<file path="src/rtl/ps2_frame_rx.sv">
// ---------------------------------------------------------------------------
// ps2_frame_rx
//
// Receives PS/2 keyboard frames on the raw kclk/kdata pins. Each validated
// scan-code byte is shifted into a rolling 32-bit keycode history that feeds
// the keyboard decoder. The pins are synchronised, the clock is
// glitch-filtered, and every frame is checked for parity, stop bit and
// inter-edge timeout. Corrupted or partial frames never reach the history.
//
// Parameters:
//   SYNC_STAGES  - synchroniser depth on kclk and kdata (>= 2)
//   FILTER_LEN   - consecutive identical kclk samples needed to change level
//   TIMEOUT_CYC  - max clk cycles between filtered falling edges in a frame
//
// Ports:
//   clk        in   system clock
//   reset_n    in   asynchronous active-low reset
//   kclk       in   raw PS/2 clock pin (async, idle high)
//   kdata      in   raw PS/2 data pin (async, idle high)
//   byte_out   out  last valid byte, held until the next valid byte
//   byte_valid out  one-cycle pulse when byte_out/keycodeout update
//   keycodeout out  last four valid bytes, newest in [7:0]
//   parity_err out  one-cycle pulse on a frame rejected for bad parity
//   frame_err  out  one-cycle pulse on a bad stop bit or a timeout
// ---------------------------------------------------------------------------
module ps2_frame_rx #(
  parameter int SYNC_STAGES = 2,
  parameter int FILTER_LEN  = 8,
  parameter int TIMEOUT_CYC = 50000
) (
  input  logic        clk,
  input  logic        reset_n,
  input  logic        kclk,
  input  logic        kdata,
  output logic [7:0]  byte_out,
  output logic        byte_valid,
  output logic [31:0] keycodeout,
  output logic        parity_err,
  output logic        frame_err
);

  localparam int FILT_W = (FILTER_LEN > 1) ? $clog2(FILTER_LEN) : 1;
  localparam int TMO_W  = (TIMEOUT_CYC > 1) ? $clog2(TIMEOUT_CYC) : 1;

  localparam logic [FILT_W-1:0] FILT_MAX = FILT_W'(FILTER_LEN - 1);
  localparam logic [TMO_W-1:0]  TMO_MAX  = TMO_W'(TIMEOUT_CYC - 1);

  localparam logic [1:0] ST_IDLE   = 2'd0;
  localparam logic [1:0] ST_DATA   = 2'd1;
  localparam logic [1:0] ST_PARITY = 2'd2;
  localparam logic [1:0] ST_STOP   = 2'd3;

  // A PS/2 frame carries odd parity: data plus parity bit hold an odd
  // number of ones.
  function automatic logic odd_parity_ok(input logic [7:0] data,
                                         input logic       par);
    return ^{data, par};
  endfunction

  // -------------------------------------------------------------------------
  // Synchroniser
  // -------------------------------------------------------------------------
  logic [SYNC_STAGES-1:0] kclk_sync_q;
  logic [SYNC_STAGES-1:0] kdata_sync_q;
  logic                   kclk_s;
  logic                   kdata_s;

  assign kclk_s  = kclk_sync_q[SYNC_STAGES-1];
  assign kdata_s = kdata_sync_q[SYNC_STAGES-1];

  // Shift the raw pins through the synchroniser chains; idle level is high.
  always_ff @(posedge clk or negedge reset_n) begin
    if (!reset_n) begin
      kclk_sync_q  <= {SYNC_STAGES{1'b1}};
      kdata_sync_q <= {SYNC_STAGES{1'b1}};
    end else begin
      kclk_sync_q  <= {kclk_sync_q[SYNC_STAGES-2:0], kclk};
      kdata_sync_q <= {kdata_sync_q[SYNC_STAGES-2:0], kdata};
    end
  end

  // -------------------------------------------------------------------------
  // Glitch filter and falling-edge strobe
  // -------------------------------------------------------------------------
  logic              filt_q;
  logic              filt_d;
  logic [FILT_W-1:0] fcnt_q;
  logic [FILT_W-1:0] fcnt_d;
  logic              fall_s;

  // Count disagreeing samples; flip the filtered clock once enough have been
  // seen. The edge strobe fires in the same cycle the 1->0 flip is decided,
  // so the FSM acts on the very edge that updates the filtered clock.
  always_comb begin
    filt_d = filt_q;
    fcnt_d = fcnt_q;
    fall_s = 1'b0;
    if (kclk_s != filt_q) begin
      if (fcnt_q == FILT_MAX) begin
        filt_d = kclk_s;
        fcnt_d = {FILT_W{1'b0}};
        fall_s = filt_q;
      end else begin
        fcnt_d = fcnt_q + FILT_W'(1);
      end
    end else begin
      fcnt_d = {FILT_W{1'b0}};
    end
  end

  // Filter state registers.
  always_ff @(posedge clk or negedge reset_n) begin
    if (!reset_n) begin
      filt_q <= 1'b1;
      fcnt_q <= {FILT_W{1'b0}};
    end else begin
      filt_q <= filt_d;
      fcnt_q <= fcnt_d;
    end
  end

  // -------------------------------------------------------------------------
  // Frame FSM, timeout and output datapath
  // -------------------------------------------------------------------------
  logic [1:0]       state_q;
  logic [1:0]       state_d;
  logic [2:0]       bitcnt_q;
  logic [2:0]       bitcnt_d;
  logic [7:0]       shift_q;
  logic [7:0]       shift_d;
  logic             par_q;
  logic             par_d;
  logic [TMO_W-1:0] tmo_q;
  logic [TMO_W-1:0] tmo_d;
  logic             tmo_hit_s;

  logic [7:0]       byte_out_q;
  logic [7:0]       byte_out_d;
  logic [31:0]      key_q;
  logic [31:0]      key_d;
  logic             valid_q;
  logic             valid_d;
  logic             perr_q;
  logic             perr_d;
  logic             ferr_q;
  logic             ferr_d;

  assign tmo_hit_s = (tmo_q == TMO_MAX);

  // Timeout counter: cleared by every edge and while idle, saturating
  // otherwise so a stalled frame can never wrap back to a small count.
  always_comb begin
    if (fall_s || (state_q == ST_IDLE)) begin
      tmo_d = {TMO_W{1'b0}};
    end else if (tmo_q != TMO_MAX) begin
      tmo_d = tmo_q + TMO_W'(1);
    end else begin
      tmo_d = tmo_q;
    end
  end

  // Frame sequencing. An edge event always takes priority over a timeout
  // that expires in the same cycle.
  always_comb begin
    state_d    = state_q;
    bitcnt_d   = bitcnt_q;
    shift_d    = shift_q;
    par_d      = par_q;
    byte_out_d = byte_out_q;
    key_d      = key_q;
    valid_d    = 1'b0;
    perr_d     = 1'b0;
    ferr_d     = 1'b0;
    case (state_q)
      ST_IDLE: begin
        if (fall_s && !kdata_s) begin
          state_d  = ST_DATA;
          bitcnt_d = 3'd0;
        end else begin
          state_d  = ST_IDLE;
        end
      end
      ST_DATA: begin
        if (fall_s) begin
          shift_d  = {kdata_s, shift_q[7:1]};
          bitcnt_d = bitcnt_q + 3'd1;
          if (bitcnt_q == 3'd7) begin
            state_d = ST_PARITY;
          end else begin
            state_d = ST_DATA;
          end
        end else if (tmo_hit_s) begin
          ferr_d   = 1'b1;
          bitcnt_d = 3'd0;
          state_d  = ST_IDLE;
        end else begin
          state_d  = ST_DATA;
        end
      end
      ST_PARITY: begin
        if (fall_s) begin
          par_d   = kdata_s;
          state_d = ST_STOP;
        end else if (tmo_hit_s) begin
          ferr_d   = 1'b1;
          bitcnt_d = 3'd0;
          state_d  = ST_IDLE;
        end else begin
          state_d = ST_PARITY;
        end
      end
      ST_STOP: begin
        if (fall_s) begin
          state_d  = ST_IDLE;
          bitcnt_d = 3'd0;
          // Stop-bit error outranks parity so a frame raises one flag only.
          if (!kdata_s) begin
            ferr_d = 1'b1;
          end else if (!odd_parity_ok(shift_q, par_q)) begin
            perr_d = 1'b1;
          end else begin
            byte_out_d = shift_q;
            key_d      = {key_q[23:0], shift_q};
            valid_d    = 1'b1;
          end
        end else if (tmo_hit_s) begin
          ferr_d   = 1'b1;
          bitcnt_d = 3'd0;
          state_d  = ST_IDLE;
        end else begin
          state_d = ST_STOP;
        end
      end
      default: begin
        state_d  = ST_IDLE;
        bitcnt_d = 3'd0;
      end
    endcase
  end

  // FSM, datapath and registered output flops.
  always_ff @(posedge clk or negedge reset_n) begin
    if (!reset_n) begin
      state_q    <= ST_IDLE;
      bitcnt_q   <= 3'd0;
      shift_q    <= 8'd0;
      par_q      <= 1'b0;
      tmo_q      <= {TMO_W{1'b0}};
      byte_out_q <= 8'd0;
      key_q      <= 32'd0;
      valid_q    <= 1'b0;
      perr_q     <= 1'b0;
      ferr_q     <= 1'b0;
    end else begin
      state_q    <= state_d;
      bitcnt_q   <= bitcnt_d;
      shift_q    <= shift_d;
      par_q      <= par_d;
      tmo_q      <= tmo_d;
      byte_out_q <= byte_out_d;
      key_q      <= key_d;
      valid_q    <= valid_d;
      perr_q     <= perr_d;
      ferr_q     <= ferr_d;
    end
  end

  assign byte_out   = byte_out_q;
  assign keycodeout = key_q;
  assign byte_valid = valid_q;
  assign parity_err = perr_q;
  assign frame_err  = ferr_q;

endmodule

</file>
<file path="config.mk">
export PLATFORM = sky130hd
export DESIGN_NAME = ps2_frame_rx
export DESIGN_NICKNAME = d
export VERILOG_FILES = /design/src/rtl/ps2_frame_rx.sv
export SDC_FILE = /design/constraint.sdc
export NUM_CORES = 1
export LEC_CHECK = 0
export BUFFER_PORTS_ARGS = -buffer_cell sky130_fd_sc_hd__buf_4
export CELL_PAD_IN_SITES_DETAIL_PLACEMENT = 1
export CELL_PAD_IN_SITES_GLOBAL_PLACEMENT = 2
export CORE_UTILIZATION = 38
export CTS_CLUSTER_SIZE = 30
export DETAILED_ROUTE_END_ITERATION = 8
export GPL_TIMING_DRIVEN = 0
export PLACE_DENSITY_LB_ADDON = 0.1
export SLEW_MARGIN = 20
export SYNTH_ARGS = -nofsm -noshare
export SYNTH_HDL_FRONTEND = slang
export SYNTH_SLANG_ARGS = --single-unit
</file>
<file path="constraint.sdc">
create_clock -name clk -period 2.9 [get_ports clk]
set_input_delay 0.725 -clock clk [delete_from_list [all_inputs] [get_ports clk]]
set_output_delay 0.725 -clock clk [all_outputs]
set_load 0.01 [all_outputs]
</file>
# Word level (Yosys, flattened, before mapping)
# Cells that the tools add are included.
# word_totals
elab_cells	73
reg_bits	81
out_inout_bits	43
input_bits	4
# op_classes
muxes	34
n_eq_ne	10
n_reduce_logical	12
add_sub_neg	3
# ops
cell	count
two-way mux 16 bit	2
two-way mux 3 bit	7
adder 16 x 1 -> 16 bit, second input constant	1
== test 16 bit, second input constant	1
two-way mux 1 bit	16
inequality test 16 bit, second input constant	1
two-way mux 2 bit	6
case mux 3 bit (4 select lines)	1
XOR reduction 9 bit	1
case mux 2 bit (4 select lines)	1
AND reduction 2 bit	4
adder 3 x 1 -> 3 bit, second input constant	2
== test 3 bit, second input constant	2
== test 2 bit, second input constant	2
AND reduction 4 bit	1
== test 2 x 1 -> 1 bit, second input constant	1
logical NOT 2 bit	1
inequality test 2 x 1 -> 1 bit, second input constant	1
inequality test 2 bit, second input constant	1
case mux 1 bit (2 select lines)	1
nonzero test 2 bit	1
OR reduction 2 bit	1
logical AND 1 bit	1
logical NOT 1 bit	1
2 further kinds	2

# Logic depth before layout (Yosys ltp)
# logic_depth
ltp_word	6
depth_mapped	9
mapped_depth_nobuf	7

# Least setup slack after synthesis
# Ideal clock, no wire load.
# synth_path
path_kind	reg-to-reg
from	reg fcnt_q[0]
to	reg key_q[10] (netlist: keycodeout[10])
required_time_ns	2.775
path_stages_with_launch	10
setup_ns	0.125
t_arrival_ns	2.130
period_less_slack_ns	2.254
n_path_buf	2
setup_slack_ns	0.646
cell_sequence	dfrtp_1 ha_1 ha_1 and3b_1 buf_4 nand3_1 or2_2 mux2i_2 buf_6 mux2_2
# synth_between
elab_chain_len	4
# synth_lines
item	line_no	text
from (decl)	87	logic [FILT_W-1:0] fcnt_q;
from (signal assigned)	115	fcnt_q <= {FILT_W{1'b0}};
from (signal assigned)	118	fcnt_q <= fcnt_d;
== test 3 bit	99	if (fcnt_q == FILT_MAX) begin
two-way mux 1 bit	99	
two-way mux 1 bit	98	if (kclk_s != filt_q) begin
AND reduction 4 bit (no source line)	-	
to (signal assigned)	261	key_q <= key_d;
to (decl)	139	logic [31:0] key_q;
# No other way between the ends.
# A chain may end at the register's enable or synchronous reset.

# Final worst setup path
# layout_path
from	reg fcnt_q[0]
to	reg key_q[31] (netlist: keycodeout[31])
# The elaborated chain is that of the path after synthesis.

==> run metrics <==
Port-buffer cells 46; PD cells about 530 nW/um2; TritonRoute pass-1 iters 4; Most common cell on crit path ha_1; ANT cells 0; hold_buf cts 0; largest net degree at the start of global routing 74; Distinct cells, synth 36; Clock Tree Root clkbuf_8; dpl cell area between 3000 and 4000 um2; # rows 33; placer congestion estimate about 0.74; Seq/Total Area, Yosys 57.2%; HPWL after DPL 4.34 mm; kind of critical path reg -> reg; Place WS between 0.3 and 0.4 ns; clock slew at reported path FFs 0.08 ns; Finished Layout Cells about 410; worst vdd ir 0.000252 V; met3 wire length approximately 170 um; postcts setup bufs 0; area of the die 8800 um2; WP data arrival about 2.7 ns; Post-synth top cells dfrtp_1 (68), mux2_2 (42), nor2_1 (21), xnor2_1 (12), ha_1 (10); later-pin clock latency in the skew report 0.33 ns; Routed WL between 6 and 7 mm; main area contributors after synthesis dfrtp_1 (53%), mux2_2 (15%), dfstp_2 (4.1%); DR vias 2,029; Die H 93.8 um; outcome completed; Post-Synthesis Cell Area around 3200 um2; starting density of the core about two fifths; metal2 WL 2.91 mm; number of buffers created by CTS 9; Worst Path Max Fanout 10; synthesized netlist cell count 247; Final Skew 0.00732 ns; antenna-violating nets left 0; CP Capture Type register; CTS tree done; RSZ-0062 raised after global routing no; Crit-path slowest cell dfrtp_1; TritonCTS sink count 73; Post-synth EDFFs 0; highest clock rate 401 MHz; Min Hold Slack 0.358 ns; min Tclk post-route 2.50 ns; Synth area leader dfrtp_1; crit path cell chain ha_1 > ha_1 > and3b_1 > buf_4 > nand3_1 > or2_2 > mux2i_2 > buf_6 > mux2_2; Placed Cells between 300 and 400; via/cell ratio a little under 5; async set or reset register ratio after synthesis 100%; DRT iter0 DRCs 34; fin area 3910 um2; Setup WS post-layout ~0.40 ns; GRT Util Overall 15.7%; final hold viol count 0; max_slew headroom between 30% and 40%; highest routed layer met4; # DRC 0; wire length on met1 3.15 mm; Worst Max-Slew Pin Slew 0.913 ns; Max-Cap Viols 0; Worst setup SP type register; Hold Path Class reg -> reg; endpoints failing setup 0; crit path buf inv count 2; Post-Syn Area per Cell 13.0 um2; Top delay family on crit path multiplexers; initial antenna violation count 0; area taken by multi-input logic gates 1240 um2; H-Tree Depth 3; leakage power slightly below 2 nW; first-pass GRT wire length 10.3 mm; # nets final 318; post-CTS sizing 0; Syn. warnings 0; wire length per cell 15.3 um; register area ~1800 um2; CP max stage delay 0.36 ns; total grt overflow 0; Max Slew Vio Count 0; Layout area overhead 22.1%; Core Area around 8000 um2; Post-Syn Nets around 260; Die Wd between 90 and 100 um; fin crit share between 80% and 90%; share of layout cells above drive strength 1 39.9%; Design Power between 2 and 2.5 mW; top-count cell post-synth dfrtp_1; post-synthesis register bit count 73; Crit path required time between 3 and 4 ns; setup tns final 0 ns; ys flop type dfrtp_1; # fillers 882; num ports 47; Synth top area share 53.1%; Clock Path Buffers 2; Finished Core Util 47.8%; vias in the first global route approximately 2,000
## worst paths after layout
kind                           startpoint              to  slack (ns)  cells after the start
min in group asynchronous         reset_n       tmo_q[11]        0.53                      1
max in group asynchronous         reset_n     byte_out[0]        1.78                      1
hold reg to reg            kclk_sync_q[0]  kclk_sync_q[1]        0.36                      0
setup / recovery                fcnt_q[0]  keycodeout[31]        0.40                      9
hold / removal             kclk_sync_q[0]  kclk_sync_q[1]        0.36                      0
setup reg to reg                fcnt_q[0]  keycodeout[31]        0.40                      9
## routing by layer
layer,global-route usage [%],up-vias
li1,-,964
met1,22.4,1032
met2,22.9,27
met3,2.75,6
met4,7.69,0
met5,0,-
## cell families after synthesis
family	after synthesis	share of synthesized area (%)
flops	73	57.2
mux	44	15.5
fa+ha+maj	10	3.91
buf+inv	18	3.87
simple gates	65	10.4
xor+xnor	21	5.98
compound gates	16	3.05
## worst reg2reg max path, cell delays in order, from the launching register on
cell,delay (ns)
dfrtp_1,0.36
ha_1,0.16
ha_1,0.22
and3b_1,0.17
buf_4,0.14
nand3_1,0.10
or2_2,0.30
mux2i_2,0.35
buf_6,0.23
mux2_2,0.35
## placed cells by master, fill, tap and decap left out, types with 4 or more instances in the layout
cell type and count:
o21ai_0 5, nand2_1 8, nand3_1 8, a21oi_1 5
dfstp_2 5, clkbuf_8 9, nor2_1 21, xor2_1 8
nand4_1 5, inv_1 4, buf_4 55, ha_1 10
mux2_2 42, xnor2_1 12, and3_1 4, dfrtp_1 68
nor3_1 5
## power breakdown
group	internal, mW	switching, mW	total, mW
Sequential	1.05	0.0144	1.06
Combinational	0.0257	0.0356	0.0613
Clock	0.564	0.381	0.945
## state kept, by name (all words and copies together), names as in the netlist, 2 cells and up
signal	count
kclk_sync_q	2
bitcnt_q	3
shift_q	8
byte_out	7
keycodeout	25
tmo_q	16
state_q	2
fcnt_q	3
kdata_sync_q	2
## cell type report
class	instances	area share [%]
Buffer	14	2.78
Multi-Input combinational cell	156	31.8
Sequential cell	73	46.9
Timing Repair Buffer	46	8.83
Clock inverter	6	2.75
Tap cell	105	3.36
Inverter	4	0.384
Clock buffer	9	3.17
(Power assumes the default switching activity.)
